### src/rtl/dsdc_control.sv
// ============================================================================
//  Module      : dsdc_control
//  Description : Return-path control FSM. It moves each accepted 64-bit word
//                through decryption, then decompression, then the output
//                handshake. At the end of a stream it flushes the
//                decompressor. It also times out stalled handshakes and
//                raises a sticky error with a 64-bit error code. This block
//                holds no data; the datapath sits beside it.
//  Options     : DSDC_AUTO_RECOVER_EN - when defined, a key_config rise then
//                fall while in ERROR returns the block to IDLE.
//  Revision    : 1.0 - initial release
// ============================================================================
`default_nettype none

module dsdc_control #(
  parameter int TIMEOUT = 1024,
  parameter int CNT_W   = 16
) (
  input  logic             clk,
  input  logic             rst,
  input  logic             key_config,
  input  logic             in_valid,
  input  logic             in_last,
  input  logic             decry_done,
  input  logic             decomp_done,
  input  logic             decomp_empty,
  input  logic             out_rcvd,
  output logic             rdy,
  output logic             decry_start,
  output logic             decomp_start,
  output logic             flush_decomp,
  output logic             out_valid,
  output logic             stall,
  output logic             stream_done,
  output logic             error,
  output logic [63:0]      error_code,
  output logic [CNT_W-1:0] word_count
);

  // The timer only has to reach TIMEOUT-1, so clog2(TIMEOUT) bits are enough.
  localparam int               TMR_W    = (TIMEOUT > 1) ? $clog2(TIMEOUT) : 1;
  localparam logic [TMR_W-1:0] TMR_LAST = (TIMEOUT > 0) ? TMR_W'(TIMEOUT - 1) : '0;

  typedef enum logic [2:0] {
    S_IDLE   = 3'd0,
    S_KEYCFG = 3'd1,
    S_DECRY  = 3'd2,
    S_DECOMP = 3'd3,
    S_EMIT   = 3'd4,
    S_FLUSH  = 3'd5,
    S_ERROR  = 3'd6
  } state_t;

  state_t           state;
  state_t           state_nxt;
  logic [TMR_W-1:0] timer;
  logic             last_flag;

  logic             in_wait_nxt;
  logic             timeout_hit;
  logic             err_kc;
  logic             err_dd;
  logic             err_enter;
  logic [63:0]      code_nxt;
  logic             decry_start_nxt;
  logic             decomp_start_nxt;
  logic             flush_nxt;
  logic             done_nxt;
  logic             cnt_inc;
  logic             cnt_clr;
  logic             last_load;
  logic             recover_req;

  assign rdy   = (state == S_IDLE) && !key_config;
  assign stall = (state == S_KEYCFG) || (state == S_ERROR) ||
                 ((state == S_IDLE) && !in_valid) ||
                 ((state == S_EMIT) && !out_rcvd);

  assign timeout_hit = (TIMEOUT != 0) && (timer == TMR_LAST);
  assign in_wait_nxt = (state_nxt == S_DECRY) || (state_nxt == S_DECOMP) ||
                       (state_nxt == S_EMIT)  || (state_nxt == S_FLUSH);

  // Protocol violations. Once in ERROR, key_config is only a recovery gesture
  // and stray done strobes are ignored.
  assign err_kc = key_config && (state != S_IDLE) && (state != S_KEYCFG) &&
                  (state != S_ERROR);
  assign err_dd = (decry_done && (state != S_DECRY) && (state != S_ERROR)) ||
                  (decomp_done && (state != S_DECOMP) && (state != S_FLUSH) &&
                   (state != S_ERROR));

`ifdef DSDC_AUTO_RECOVER_EN
  logic kc_prev;
  logic kc_armed;

  // Arm on a key_config rise seen while in ERROR; the later fall releases it.
  always_ff @(posedge clk) begin
    if (rst) begin
      kc_prev  <= 1'b0;
      kc_armed <= 1'b0;
    end else begin
      kc_prev <= key_config;
      if (state != S_ERROR) begin
        kc_armed <= 1'b0;
      end else if (key_config && !kc_prev) begin
        kc_armed <= 1'b1;
      end
    end
  end

  assign recover_req = (state == S_ERROR) && kc_armed && !key_config;
`else
  assign recover_req = 1'b0;
`endif

  // Next-state and next-output decode; protocol errors override any normal move.
  always_comb begin
    state_nxt        = state;
    err_enter        = 1'b0;
    code_nxt         = 64'h0;
    decry_start_nxt  = 1'b0;
    decomp_start_nxt = 1'b0;
    flush_nxt        = 1'b0;
    done_nxt         = 1'b0;
    cnt_inc          = 1'b0;
    cnt_clr          = 1'b0;
    last_load        = 1'b0;

    case (state)
      S_IDLE: begin
        if (key_config) begin
          state_nxt = S_KEYCFG;
        end else if (in_valid) begin
          state_nxt       = S_DECRY;
          decry_start_nxt = 1'b1;
          last_load       = 1'b1;
        end
      end
      S_KEYCFG: begin
        if (!key_config) state_nxt = S_IDLE;
      end
      S_DECRY: begin
        if (decry_done) begin
          state_nxt        = S_DECOMP;
          decomp_start_nxt = 1'b1;
        end else if (timeout_hit) begin
          state_nxt = S_ERROR;
          err_enter = 1'b1;
          code_nxt  = 64'h2;
        end
      end
      S_DECOMP: begin
        if (decomp_done) begin
          state_nxt = S_EMIT;
        end else if (timeout_hit) begin
          state_nxt = S_ERROR;
          err_enter = 1'b1;
          code_nxt  = 64'h3;
        end
      end
      S_EMIT: begin
        if (out_rcvd) begin
          cnt_inc = 1'b1;
          // last_flag stays set for the whole flush, so it also marks
          // residual words coming back from FLUSH.
          if (last_flag) begin
            state_nxt = S_FLUSH;
            flush_nxt = 1'b1;
          end else begin
            state_nxt = S_IDLE;
          end
        end else if (timeout_hit) begin
          state_nxt = S_ERROR;
          err_enter = 1'b1;
          code_nxt  = 64'h4;
        end
      end
      S_FLUSH: begin
        if (decomp_done) begin
          if (decomp_empty) begin
            state_nxt = S_IDLE;
            done_nxt  = 1'b1;
            cnt_clr   = 1'b1;
          end else begin
            state_nxt = S_EMIT;
          end
        end else if (timeout_hit) begin
          state_nxt = S_ERROR;
          err_enter = 1'b1;
          code_nxt  = 64'h3;
        end
      end
      S_ERROR: begin
        if (recover_req) begin
          state_nxt = S_IDLE;
          cnt_clr   = 1'b1;
        end
      end
      default: state_nxt = S_IDLE;
    endcase

    if (err_kc || err_dd) begin
      state_nxt        = S_ERROR;
      err_enter        = 1'b1;
      code_nxt         = err_kc ? 64'h1 : 64'h5;
      decry_start_nxt  = 1'b0;
      decomp_start_nxt = 1'b0;
      flush_nxt        = 1'b0;
      done_nxt         = 1'b0;
      cnt_inc          = 1'b0;
      cnt_clr          = 1'b0;
      last_load        = 1'b0;
    end
  end

  // State, timer, pulse and status registers.
  always_ff @(posedge clk) begin
    if (rst) begin
      state        <= S_IDLE;
      timer        <= '0;
      last_flag    <= 1'b0;
      decry_start  <= 1'b0;
      decomp_start <= 1'b0;
      flush_decomp <= 1'b0;
      out_valid    <= 1'b0;
      stream_done  <= 1'b0;
      error        <= 1'b0;
      error_code   <= 64'h0;
      word_count   <= '0;
    end else begin
      state <= state_nxt;

      if ((state_nxt != state) || !in_wait_nxt) begin
        timer <= '0;
      end else begin
        timer <= timer + 1'b1;
      end

      decry_start  <= decry_start_nxt;
      decomp_start <= decomp_start_nxt;
      flush_decomp <= flush_nxt;
      stream_done  <= done_nxt;
      out_valid    <= (state_nxt == S_EMIT);
      error        <= (state_nxt == S_ERROR);

      if (err_enter) error_code <= code_nxt;

      if (last_load) begin
        last_flag <= in_last;
      end else if (cnt_clr) begin
        last_flag <= 1'b0;
      end

      if (cnt_clr) begin
        word_count <= '0;
      end else if (cnt_inc && (word_count != {CNT_W{1'b1}})) begin
        word_count <= word_count + 1'b1;
      end
    end
  end

endmodule

`default_nettype wire
### config.mk
export PLATFORM = sky130hd
export DESIGN_NAME = dsdc_control
export DESIGN_NICKNAME = d
export VERILOG_FILES = /design/src/rtl/dsdc_control.sv
export SDC_FILE = /design/constraint.sdc
export NUM_CORES = 1
export LEC_CHECK = 0
export ABC_AREA = 1
export ABC_CLOCK_PERIOD_IN_PS = 4300
export CORE_MARGIN = 10
export CORE_UTILIZATION = 45
export DETAILED_ROUTE_END_ITERATION = 7
export DONT_BUFFER_PORTS = 1
export PLACE_DENSITY = 0.69
export SETUP_SLACK_MARGIN = 0.2
export SLEW_MARGIN = 20
export SYNTH_ARGS = -nofsm -noshare
export SYNTH_HDL_FRONTEND = slang
export SYNTH_SLANG_ARGS = --single-unit
### constraint.sdc
create_clock -name clk -period 4.3 [get_ports clk]
set_clock_uncertainty 0.1 [all_clocks]
set_input_delay 0.645 -clock clk [delete_from_list [all_inputs] [get_ports clk]]
set_output_delay 0.645 -clock clk [all_outputs]
set_load 0.01 [all_outputs]
# [Word level (Yosys, flattened, before mapping)]
# Cells that the tools add are included.
[classes] n_eq_ne=19 n_lt_le_gt_ge=0 n_shift=0 reduce_logical=33 n_mul=0 bitwise_logic=3 n_mux=42 add_sub_neg=2 div_mod_pow=0
[ops] op="64-bit one-hot mux with 3 select lines" count=1
[ops] op="64-bit 2-to-1 mux" count=2
[ops] op="3-bit 2-to-1 mux" count=14
[ops] op="3-bit one-hot mux with 7 select lines" count=1
[ops] op="1-bit 2-to-1 mux" count=20
[ops] op="3-bit equality test, second input constant" count=6
[ops] op="16-bit by 1-bit adder with 16-bit output, second input constant" count=1
[ops] op="16-bit != test, second input constant" count=1
[ops] op="3-bit by 2-bit equality test with 1-bit output, second input constant" count=4
[ops] op="1-bit logical AND" count=12
[ops] op="10-bit by 1-bit adder with 10-bit output, second input constant" count=1
[ops] op="10-bit equality test, second input constant" count=1
[ops] op="1-bit logical OR" count=9
[ops] op="2-bit 2-to-1 mux" count=3
[ops] op="3-bit by 2-bit != test with 1-bit output, second input constant" count=2
[ops] op="3-bit != test, second input constant" count=2
[ops] op="2-bit OR reduction" count=3
[ops] op="1-bit zero test" count=4
[ops] op="4-bit OR reduction" count=1
[ops] op="3-bit by 1-bit equality test with 1-bit output, second input constant" count=1
[ops] op="3-bit zero test" count=1
[ops] op="3-bit by 1-bit != test with 1-bit output, second input constant" count=1
[ops] op="3-bit != test" count=1
[ops] op="1-bit inverter" count=3
[ops] op="other kinds (4)" count=4
[word_totals] elab_cells=110 mem_bits_ro=0 mem_bits_rw=0 latchBits=0 ff_bits=100 in_bits=9 output_inout_bits=88 n_memories=0

# [Depth between registers and ports, before layout]
[depth] word_depth=14 ltp_mapped=14 ltp_nobuf=14

# [Worst setup path before layout]
# Ideal clock, no wire load.
[synth_timing] path_type="reg2reg" start="register timer[0]" end="register timer[1]" setup_slack_ns=2.509 period_less_slack_ns=1.791 n_path_buf=0 path_stages_with_launch=14 t_required_ns=4.135 setup_time_ns=0.065 t_arrival_ns=1.626 path_cell_list="dfxtp_1 > ha_1 > nand2_1 > nor2_2 > nand3b_2 > nand2_1 > nand2_1 > nand2_2 > nor2_1 > nand2_1 > nand2_1 > nor2_2 > nand3_4 > nor2_1"
[synth_via] elab_chain_len=12 elab_cells_between_ends=20 cone_classes="1 x add/sub; 6 x eq/ne; 7 x mux; 6 x reduce/logical"
[synth_rtl] element="from (decl)" line="56" source="logic [TMR_W-1:0] timer;"
[synth_rtl] element="from (signal assigned)" line="235" source="timer <= timer + 1'b1;"
[synth_rtl] element="10-bit equality test" line="79" source="assign timeout_hit = (TIMEOUT != 0) && (timer == TMR_LAST);"
[synth_rtl] element="3-bit 2-to-1 mux"
[synth_rtl] element="3-bit 2-to-1 mux (on tied branches)"
[synth_rtl] element="3-bit one-hot mux with 7 select lines" line="128" source="case (state)"
[synth_rtl] element="3-bit 2-to-1 mux" line="201" source="if (err_kc || err_dd) begin"
[synth_rtl] element="3-bit by 2-bit equality test with 1-bit output" line="80" source="assign in_wait_nxt = (state_nxt == S_DECRY) || (state_nxt == S_DECOMP) ||"
[synth_rtl] element="1-bit logical OR (2 in series)" line="80"
[synth_rtl] element="1-bit logical OR" line="81" source="(state_nxt == S_EMIT) || (state_nxt == S_FLUSH);"
[synth_rtl] element="1-bit zero test" line="232" source="if ((state_nxt != state) || !in_wait_nxt) begin"
[synth_rtl] element="1-bit logical OR" line="232"
[synth_rtl] element="2-bit OR reduction (no line)"
# Parallel ways exist; a longest one is shown, timed or not.
# A chain may end at the register's enable or synchronous reset.

# [Final worst setup path]
[layout_timing] start="register state[0]" end="register word_count[0]"
[layout_via] elab_chain_len=8 elab_cells_between_ends=24 cone_classes="7 x eq/ne; 4 x mux; 13 x reduce/logical"
[layout_rtl] element="from (decl)" line="54" source="state_t state;"
[layout_rtl] element="from (signal assigned)" line="230" source="state <= state_nxt;"
[layout_rtl] element="3-bit by 2-bit != test with 1-bit output" line="88" source="(decomp_done && (state != S_DECOMP) && (state != S_FLUSH) &&"
[layout_rtl] element="1-bit logical AND (3 in series)" line="88"
[layout_rtl] element="1-bit logical OR" line="87" source="assign err_dd = (decry_done && (state != S_DECRY) && (state != S_ERROR)) ||"
[layout_rtl] element="1-bit logical OR" line="201"
[layout_rtl] element="1-bit 2-to-1 mux (on tied branches)"
[layout_rtl] element="2-bit OR reduction (no line) or 1-bit logical AND (tied branches)"
[layout_rtl] element="to (signal assigned)" line="256" source="word_count <= word_count + 1'b1;"
[layout_rtl] element="to (decl)" line="37" source="output logic [CNT_W-1:0] word_count"
# Parallel ways exist; a longest one is shown, timed or not.

==> metrics.md <==
| Metric | Value |
|---|---|
| Core Rows | `27` |
| Post-CTS Setup Repair Bufs | `0` |
| Cts hold-fix bufs | `0` |
| # setup viols final | `0` |
| Hold crit path type | `in -> reg` |
| Max-cap viol count | `0` |
| Pre-CTS setup slack | `2.09 ns` |
| Total power | `750 uW` |
| Initial antenna violation count | `0` |
| Share of cells above drive strength 1 | `0.0866` |
| Placed cell area | `2350 um^2` |
| Synth cell types | `29` |
| Main synth FF type | `dfxtp_1` |
| Max frequency | `0.450 GHz` |
| Cell Pwr Density | `308 nW/um^2` |
| Wire per inst | `12.8 um` |
| Largest net degree at the start of global routing | `19` |
| Routed wire length on met3 | `619 um` |
| Sw Ratio | `0.301` |
| Fin area | `2440 um^2` |
| CTS tree | `done` |
| Hold_ws | `0.314 ns` |
| Synth area leaders | `dfxtp_1, buf_4, nand2_1` |
| Number of global-route vias before repair | `1,899` |
| Initial core utilization | `0.462` |
| Num Clock Sinks | `39` |
| GPL Wtd Cong | `0.884` |
| RSZ-0062 raised after global routing | `no` |
| Mapped Cells | `356` |
| CTS Buffer Depth | `2` |
| Most frequent cells after synthesis | `nand2_1, buf_4, dfxtp_1` |
| Startpoint Class | `register` |
| Post-synth EDFFs | `0` |
| Sw power | `226 uW` |
| Required @ worst endpoint | `4.43 ns` |
| Layout area overhead | `-3.57%` |
| Sequential power share | `0.515` |
| I/O pin count | `97` |
| First-pass GRT wire length | `8710 um` |
| Total wire length | `5490 um` |
| Ant. Diodes | `0` |
| Critical Path End Type | `register` |
| Combinational fraction of design power | `0.156` |
| Post-Syn Area per Cell | `7.10 um^2` |
| DRC viols | `0` |
| H-tree level count | `2` |
| Final Hold Fails | `0` |
| Skew-Pair Late Insertion Delay | `0.29 ns` |
| Clock-pin slew on the worst setup and hold paths | `0.07 ns` |
| Cell area after synthesis | `2530 um^2` |
| Post-synth top area share | `0.309` |
| Area leader, netlist | `dfxtp_1` |
| Post-Layout Cell Count | `430` |
| First DRT Iteration DRCs | `70` |
| DP HPWL | `4400 um` |
| Nets@finish | `369` |
| Yosys Warn Count | `0` |
| M1 WL | `1930 um` |
| Highest metal used | `met4` |
| Ys async rst share | `0` |
| GR Overflow Total | `0` |
| Final Util | `0.445` |
| Horiz. Die Dim | `94.9 um` |
| Clock power frac | `0.329` |
| DR WL met2 | `2870 um` |
| Fillers | `579` |
| Outcome | `finished clean` |
| CTS Buf Count | `5` |
| Most common cell in the netlist | `nand2_1` |
| CORE AREA | `5470 um^2` |
| Static leakage | `1.12 nW` |
| WP data arrival | `2.35 ns` |
| #FFs+latches synth | `39` |
| Final ANT Viol Nets | `0` |
| Worst setup path class | `reg -> reg` |
| Setup TNS | `0 ns` |
| Sequential-to-total area share from yosys stat | `0.309` |
| Fin. max-slew vios | `0` |
| Pre-Repair DR Iteration Count | `4` |
| Via count | `1,976` |
| Fin crit period | `2.22 ns` |
| Worst-path fanout max | `11` |
| Period utilization | `0.517` |
| Setup ws final | `2.08 ns` |
| Vias per std cell | `4.60` |
| Clock root cell | `clkbuf_8` |
| CTS resizes | `0` |
| Peak VDD IR | `0.182 mV` |
| Power Internal | `524 uW` |
| All-layer global routing usage | `0.120` |
| Die height | `94.9 um` |
| Port Buffers | `0` |
| DIE AREA | `9010 um^2` |
| Placed cells | `423` |
==> worst paths after layout <==
kind	startpoint	endpoint	slack (ns)	cells past startpoint
hold / removal	rst	error_code[0]	0.31	1
hold reg to reg	timer[0]	timer[0]	0.36	1
setup / recovery	state[0]	word_count[0]	2.08	10
setup reg to reg	state[0]	word_count[0]	2.08	10
==> per-layer routing <==
| metal | up-vias | global-route usage |
|---|---|---|
| li1 | 1022 | - |
| met1 | 881 | 0.115 |
| met2 | 65 | 0.220 |
| met3 | 8 | 0.0484 |
| met4 | 0 | 0.0499 |
| met5 | - | 0 |
==> sequential cells by signal, summed over array words and instances, names as in the netlist <==
name,cells
word_count,16
stream_done,1
out_valid,1
flush_decomp,1
state,3
decomp_start,1
last_flag,1
error,1
timer,10
decry_start,1
error_code,3
==> cell usage in the layout, fill, tap and decap left out <==
cell and instances:
ha_1 2, a21boi_0 1, and3_1 2, xor2_1 8, dfxtp_1 39, nand2_2 3, a21oi_1 19, xnor2_1 7
nor4_1 2, clkbuf_8 6, nand2_4 1, nand4_1 8, nor2_1 38, inv_2 6, nand3b_2 1, nor3_1 10
nand2_1 70, inv_1 27, o21ai_0 11, clkinv_2 1, conb_1 61, nand3_2 4, nand3_1 21, nand4_2 1
nor2_2 6, o211a_1 1, nand3_4 1, nor3_4 1
==> cell type report <==
cell class / instances / area, um^2 / area share
well taps: 72 / 90.1 / 0.0370
clock buffers: 6 / 82.6 / 0.0339
clock inverters: 1 / 5.00 / 0.00205
inverters: 33 / 124 / 0.0508
multi-input cells: 279 / 1350 / 0.556
flip-flops and latches: 39 / 781 / 0.320
==> cell families (layout without fill, tap and decap cells) <==
group                    after synthesis  in the layout  synth area share
adder cells (fa/ha/maj)                2              2           0.00990
other                                  1             61           0.00148
flip-flops                            39             39             0.309
AND/OR/NAND/NOR                      169            169             0.317
AO/OA/AOI/OAI                         32             32            0.0664
XOR/XNOR                              15             15            0.0520
buffers and inverters                 98             40             0.244
==> power by group through the flow <==
stage	Clock [mW]	Sequential, mW	Combinational (mW)
2_1_floorplan	0	0.390	0.142
3_3_place_gp	0	0.394	0.113
3_5_place_dp	0	0.395	0.113
4_1_cts	0.260	0.386	0.114
5_1_grt	0.272	0.387	0.133
6_report	0.247	0.386	0.117
==> worst max-delay path, cell delays in order, from the launching register on <==
cell	delay (ns)
dfxtp_1	0.55
inv_2	0.11
nand3_1	0.20
nand3_2	0.17
nand3_2	0.16
inv_2	0.09
nand2_1	0.06
nand2_1	0.22
inv_1	0.27
o21ai_0	0.12
a21oi_1	0.12
(Power assumes the default switching activity.)
